===== src/rtl/parity_pkg.sv =====
// parity_pkg: shared FSM state type and default parameters for parity_serial_tx
package parity_pkg;
    localparam int DEF_DATA_W       = 8;
    localparam int DEF_CLKS_PER_BIT = 4;
    typedef enum logic [2:0] {IDLE, START, DATA, PARITY, STOP} state_t;
endpackage


===== src/rtl/even_parity_gen.sv =====
// even_parity_gen: combinational even-parity bit (XOR of all data bits)
// ports: data (W bits) in, parity out; data plus parity always holds an even number of ones
module even_parity_gen
    import parity_pkg::*;
#(
    parameter int W = DEF_DATA_W
) (
    input  logic [W-1:0] data,
    output logic         parity
);
    assign parity = ^data;
endmodule


===== src/rtl/parity_serial_tx.sv =====
// parity_serial_tx: serial transmitter framing a payload as start, data (LSB first), even parity, stop
// ports: clk, rst_n (async active-low); in_data/in_valid/in_ready payload handshake;
//        tx serial line (idle high); busy while framing; par_bit parity of last payload; done end-of-frame pulse
module parity_serial_tx
    import parity_pkg::*;
#(
    parameter int DATA_W       = DEF_DATA_W,
    parameter int CLKS_PER_BIT = DEF_CLKS_PER_BIT
) (
    input  logic              clk,
    input  logic              rst_n,
    input  logic [DATA_W-1:0] in_data,
    input  logic              in_valid,
    output logic              in_ready,
    output logic              tx,
    output logic              busy,
    output logic              par_bit,
    output logic              done
);
    localparam int CW = CLKS_PER_BIT > 1 ? $clog2(CLKS_PER_BIT) : 1;
    localparam int IW = $clog2(DATA_W);
    localparam logic [CW-1:0] LAST_CNT = CW'(CLKS_PER_BIT - 1);
    localparam logic [CW-1:0] PRE_CNT  = CW'(CLKS_PER_BIT - 2);
    localparam logic [IW-1:0] LAST_IDX = IW'(DATA_W - 1);

    state_t            state;
    logic [CW-1:0]     cnt;
    logic [IW-1:0]     idx;
    logic [DATA_W-1:0] shreg;
    logic              par_next;
    logic              wrap;

    even_parity_gen #(.W(DATA_W)) u_par (.data(in_data), .parity(par_next));

    assign in_ready = state == IDLE;
    assign busy     = state != IDLE;
    assign wrap     = cnt == LAST_CNT;

    // tx and done are registered, so each is loaded one cycle before the slot it belongs to;
    // done is raised on the cycle before the last STOP cycle, or on entry to STOP for one-cycle bits
    always_ff @(posedge clk or negedge rst_n) begin
        if (!rst_n) begin
            state   <= IDLE;
            cnt     <= '0;
            idx     <= '0;
            shreg   <= '0;
            tx      <= 1'b1;
            par_bit <= 1'b0;
            done    <= 1'b0;
        end else begin
            done <= 1'b0;
            cnt  <= (state == IDLE || wrap) ? '0 : cnt + 1'b1;
            case (state)
                IDLE: if (in_valid) begin
                    shreg   <= in_data;
                    par_bit <= par_next;
                    tx      <= 1'b0;
                    state   <= START;
                end
                START: if (wrap) begin
                    tx    <= shreg[0];
                    shreg <= shreg >> 1;
                    state <= DATA;
                end
                DATA: if (wrap) begin
                    if (idx == LAST_IDX) begin
                        idx   <= '0;
                        tx    <= par_bit;
                        state <= PARITY;
                    end else begin
                        idx   <= idx + 1'b1;
                        tx    <= shreg[0];
                        shreg <= shreg >> 1;
                    end
                end
                PARITY: if (wrap) begin
                    tx    <= 1'b1;
                    state <= STOP;
                    done  <= CLKS_PER_BIT == 1;
                end
                STOP: if (wrap) state <= IDLE;
                      else done <= cnt == PRE_CNT;
                default: state <= IDLE;
            endcase
        end
    end
endmodule


===== config.mk =====
export PLATFORM = sky130hd
export DESIGN_NAME = parity_serial_tx
export DESIGN_NICKNAME = d
export VERILOG_FILES = /design/src/rtl/parity_pkg.sv /design/src/rtl/even_parity_gen.sv /design/src/rtl/parity_serial_tx.sv
export SDC_FILE = /design/constraint.sdc
export NUM_CORES = 1
export LEC_CHECK = 0
export ABC_AREA = 0
export ABC_CLOCK_PERIOD_IN_PS = 1700
export CAP_MARGIN = 20
export CORE_MARGIN = 3
export CORE_UTILIZATION = 30
export CTS_BUF_LIST = sky130_fd_sc_hd__clkbuf_8
export CTS_CLUSTER_DIAMETER = 120
export CTS_CLUSTER_SIZE = 10
export DETAILED_ROUTE_END_ITERATION = 7
export PLACE_DENSITY_LB_ADDON = 0.3
export SLEW_MARGIN = 20
export SYNTH_ARGS = -nofsm -noshare
export SYNTH_HDL_FRONTEND = slang
export SYNTH_SLANG_ARGS = --single-unit

===== constraint.sdc =====
create_clock -name clk -period 1.7 [get_ports clk]
set_input_delay 0.255 -clock clk [delete_from_list [all_inputs] [get_ports clk]]
set_output_delay 0.255 -clock clk [all_outputs]
set_load 0.1 [all_outputs]

# Yosys cells after proc, flatten, opt, wreduce, memory -nomap -nowiden
# Index checks and enable logic that the tools add are counted.
[classes]
addsub = 2
mul = 0
n_div = 0
magnitude_cmp = 0
eq_ne = 14
shift = 0
mux = 22
n_bitwise = 0
reduce_logical = 11
[op_table]
columns = ["cell", "count"]
rows = [
  ["8-bit two-way mux", 4],
  ["8-bit case mux with 3 select lines", 1],
  ["3-bit two-way mux", 7],
  ["3-bit case mux with 5 select lines", 1],
  ["2-bit != test, second input constant", 7],
  ["5-bit AND reduction", 2],
  ["8-bit parity", 1],
  ["1-bit two-way mux", 7],
  ["3-bit by 2-bit equality test with 1-bit output, second input constant", 2],
  ["3-bit equality test, second input constant", 2],
  ["6-bit AND reduction", 1],
  ["3-bit nonzero test", 2],
  ["2-bit equality test, second input constant", 2],
  ["1-bit case mux with 4 select lines", 1],
  ["2-bit AND reduction", 2],
  ["4-bit nonzero test", 1],
  ["3-bit by 1-bit adder with 3-bit output, second input constant", 1],
  ["3-bit by 1-bit equality test with 1-bit output, second input constant", 1],
  ["3-bit zero test", 1],
  ["2-bit by 1-bit adder with 2-bit output, second input constant", 1],
  ["2-bit two-way mux", 1],
  ["1-bit logical OR", 1],
]
[totals]
ff_bits = 19
latch_bits = 0
ram_bits = 0
romBits = 0
in_bits = 11
out_inout_bits = 5
elab_cells = 56
mem_count = 0

# Longest topological paths before layout
[logic_depth]
ltp_word = 4
ltp_mapped = 7
mapped_depth_nobuf = 6

# Cells and area by module
# Synthesis repeated with hierarchy kept, for this count alone.
[hier_totals]
hier_cells = 96
area_unflattened_um2 = 1082.3
[modules_own_cells]
columns = ["module", "n_inst", "cells_per_inst", "area_each_um2", "seq_area_each_um2"]
rows = [
  ["parity_serial_tx", 1, 89, 1021.0, 476.7],
  ["even_parity_gen", 1, 7, 61.3, 0.0],
]

# Worst setup path before layout
# OpenSTA, ideal clock, no wires.
[synth_path]
path_kind = "register to output"
start = "register state[0]"
end = "output busy"
t_arrival_ns = 2.836
required_time_ns = 1.445
slack_ns = -1.391
path_stages_with_launch = 4
n_path_buf = 1
cell_sequence = "dfrtp_1 > buf_4 > nor3_2 > inv_1"
[synth_between]
elab_chain_len = 1
[synth_rtl]
columns = ["element", "line", "rtl"]
rows = [
  ["from (decl)", "parity_serial_tx.sv:26", "state_t state;"],
  ["from (signal assigned)", "parity_serial_tx.sv:43", "state <= IDLE;"],
  ["from (signal assigned)", "parity_serial_tx.sv:58", "state <= START;"],
  ["from (signal assigned)", "parity_serial_tx.sv:63", "state <= DATA;"],
  ["3-bit nonzero test", "parity_serial_tx.sv:36", "assign busy = state != IDLE;"],
  ["to (decl)", "parity_serial_tx.sv:16", "output logic busy,"],
]
# No other way between the ends.

# Worst setup path in the final report
[layout_path]
start = "register idx[1]"
end = "register shreg[3]"
[layout_between]
elab_chain_len = 3
[layout_rtl]
columns = ["element", "line", "rtl"]
rows = [
  ["from (decl)", "parity_serial_tx.sv:28", "logic [IW-1:0] idx;"],
  ["from (signal assigned)", "parity_serial_tx.sv:71", "idx <= idx + 1'b1;"],
  ["3-bit equality test", "parity_serial_tx.sv:66", "if (idx == LAST_IDX) begin"],
  ["2-bit != test (no line)", "-", ""],
  ["5-bit AND reduction (no line)", "-", ""],
  ["to (signal assigned)", "parity_serial_tx.sv:55", "shreg <= in_data;"],
  ["to (signal assigned)", "parity_serial_tx.sv:62", "shreg <= shreg >> 1;"],
  ["to (signal assigned)", "parity_serial_tx.sv:73", "shreg <= shreg >> 1;"],
  ["to (decl)", "parity_serial_tx.sv:29", "logic [DATA_W-1:0] shreg;"],
]
# No other way between the ends.
# A chain may end at the register's enable or synchronous reset.

==> impl_metrics.ini <==
[critical_path]
crit_arrival_ns = 1.83
critical-path-max-stage-delay_ns = 0.39
crit_chain = ha_2 > ha_4 > nand4bb_4 > a31oi_4 > buf_12 > nor2_1 > a21oi_1
cp-start-kind = register
critPathMaxFanout = 8
cp-end-kind = register
slowest_stage = dfrtp_1
worstPathRequired_ns = 1.88
worstSetupPathType = reg2reg
cpLargestDelayFamily = compound AO/OA/AOI/OAI gates
worst-path-buf-inv = 1

[power]
p_leak_nw = 0.637
p_sw_share_pct = 35.7
clkPwrFrac_pct = 20.0
combPwrFrac_pct = 42.3
peakVddDrop_mv = 0.326
internal_power_w = 0.000984
sequentialPowerShare_pct = 37.7
powerDensity_nw_per_um2 = 1030
power_switching_w = 0.000547

[floorplan]
coreArea_um2 = 3180
die_height_um = 65.0
die_w_um = 65.0
pin_count = 16
std_cell_rows = 20
dieArea_um2 = 4220
initial_core_util_pct = 32.8

[global_route]
grt.overflow.total = 0
grt_pass1_wl_mm = 3.56
grt_max_degree = 20
first_global_vias = 816
antenna_found_initial = 0
grtUsageTotal_pct = 10.6

[finish]
final_core_utilization_pct = 47.0
drive_above_1_share_pct = 32.5
insertedDiodeCount = 0
final_area_um2 = 1490
fillers = 314
layout.cells.non_filler = 167
syn_to_final_growth_pct = 43.0
final_nets = 139

[sta]
setup_ws_ns = 0.0507
layout_min_cycle_time_ns = 1.65
fin_skew_ns = 0.00394
hold_slack_ns = 0.346
tightest_slew_ns = 0.449
clock.fmax_ghz = 0.606
hold_viol_final = 0
setup_viol = 0
rsz0062_at_grt = true
max_slew_margin_pct = 70.0
slew_violations = 0
post-route-period-util_pct = 97.0

[flow_run]
cap_viol_max_count = 0

[route]
num_vias = 782
drtIter0Drc = 39
postRouteAntennaNets = 0
wl_mm = 2.11
viasPerCell = 4.68
post_drt_wl_per_cell_um = 12.6
dr.pass1.iters = 4
drc_errors = 0

[placed_design]
dpl_worst_slack_ns = -0.0594
dp_cells = 159
portBuffers = 15
gp_congestion = 0.782
placed_cell_area_um2 = 1350
dp_hpwl_mm = 1.45

[synth]
synthesis.area_um2 = 1040
ys.warnings.count = 0
ys_seq_elements = 19
synthesis.nets = 111
synthCells = 96
syn_area_per_cell_um2 = 10.9
synth-seq-area-share_pct = 45.7
ys_types = 27

[clocking]
clk_path_buf_depth = 2
cts_hold_buf = 0
cts_tree = yes
clk_pin_slew_worst_paths_ns = 0.07
clock-root-buffer = clkbuf_8
numCtsBuffers = 3
htreeDepth = 1
cts.sinks = 19
clock_latency_ns = 0.25

[run_status]
outcome = finished, final reports clean

[min_path]
hp-class = in2async
-- per-stage QoR --
stage                     power, W  TNS (ns)
final                      0.00153         0
after global routing       0.00162   -0.0439
after CTS                  0.00152         0
after detailed placement   0.00117    -0.246
after global placement     0.00116    -0.147
after floorplan           0.000980    -0.783
-- synth_stat cells --
cell type / n / share of area (%)
nor2_4: 1 / 1.1
a31oi_1: 1 / 0.60
mux2i_1: 8 / 7.7
a31oi_4: 1 / 2.0
or3b_4: 1 / 1.1
dfrtp_1: 18 / 43
dfstp_2: 1 / 2.5
buf_6: 1 / 1.1
xnor2_1: 8 / 6.7
a21oi_2: 2 / 1.7
o32ai_1: 1 / 0.84
a221oi_1: 1 / 0.84
a21oi_1: 11 / 5.3
mux2_2: 4 / 4.3
o21ai_0: 2 / 0.96
nand2_1: 4 / 1.4
nor2_1: 9 / 3.2
ha_1: 4 / 4.8
nor3_1: 3 / 1.4
buf_2: 2 / 0.96
and3_1: 1 / 0.60
nand3b_1: 2 / 1.4
nor3_2: 1 / 0.96
buf_4: 2 / 1.4
inv_1: 5 / 1.8
nand3_1: 1 / 0.48
nand4bb_2: 1 / 1.6
-- registers in the layout, indices dropped and copies added (netlist names) --
signal,cells
shreg,8
idx,3
state,3
cnt,2
done,1
par_bit,1
tx,1
-- power groups by stage --
| stage | clock network (W) | registers (W) | logic (W) |
|---|---|---|---|
| 2_1_floorplan | 0 | 0.000647 | 0.000333 |
| 3_3_place_gp | 0 | 0.000580 | 0.000576 |
| 3_5_place_dp | 0 | 0.000585 | 0.000587 |
| 4_1_cts | 0.000313 | 0.000573 | 0.000632 |
| 5_1_grt | 0.000334 | 0.000582 | 0.000704 |
| 6_report | 0.000306 | 0.000577 | 0.000647 |
-- final timing paths --
kind	from	end	slack, ns	depth (start not counted)
setup / recovery	idx[1]	shreg[3]	0.05	7
hold / removal	rst_n	idx[0]	0.35	2
setup reg to reg	idx[1]	shreg[3]	0.05	7
hold reg to reg	cnt[0]	cnt[0]	0.48	1
max in group asynchronous	rst_n	tx	1.09	2
min in group clk	cnt[0]	cnt[0]	0.48	1
-- cell usage in the layout, fill, tap and decap left out, drive strengths merged, types with 6 or more instances in the layout --
master         count
inv                6
clkdlybuf4s50     10
buf               18
xnor2              8
dfrtp             18
mux2i              8
nor2              10
a21oi             13
-- logic make-up (layout without fill, tap and decap cells) --
logic type / Yosys count / after routing / synth area share [%]
simple gates: 24 / 24 / 13.3
compound gates: 19 / 19 / 12.2
flops: 19 / 19 / 45.7
mux: 12 / 12 / 12.0
buf+inv: 10 / 37 / 5.28
xor+xnor: 8 / 8 / 6.71
fa+ha+maj: 4 / 4 / 4.80
-- repair_timing --
item	in CTS	in global routing
setup buffers	3	0
cloned	1	0
setup endpoints to repair	4	12
resized for setup	4	8
pin swaps	2	4
-- worst reg2reg max path, stage by stage (launching register included) --
cell	delay, ns
dfrtp_1	0.39
ha_2	0.20
ha_4	0.15
nand4bb_4	0.20
a31oi_4	0.31
buf_12	0.16
nor2_1	0.04
a21oi_1	0.12
-- area by class of cell --
type | count | area, um^2 | area share, %
multi-input cells | 67 | 559 | 37.5
flip-flops and latches | 19 | 477 | 31.9
repair buffers | 28 | 338 | 22.6
well taps | 44 | 55.1 | 3.69
clock buffers | 3 | 41.3 | 2.77
inverters | 5 | 18.8 | 1.26
clock inverters | 1 | 3.75 | 0.251
-- layer usage --
| metal | vias up | wire length, um | track usage, % |
|---|---|---|---|
| met3 | 2 | 82 | 1.56 |
| met1 | 376 | 944 | 13.7 |
| met5 | - | 0 | 0 |
| li1 | 389 | - | - |
| met2 | 15 | 1060 | 18.1 |
| met4 | 0 | 14 | 3.17 |
Note: power is estimated with default switching activity, not from simulation.
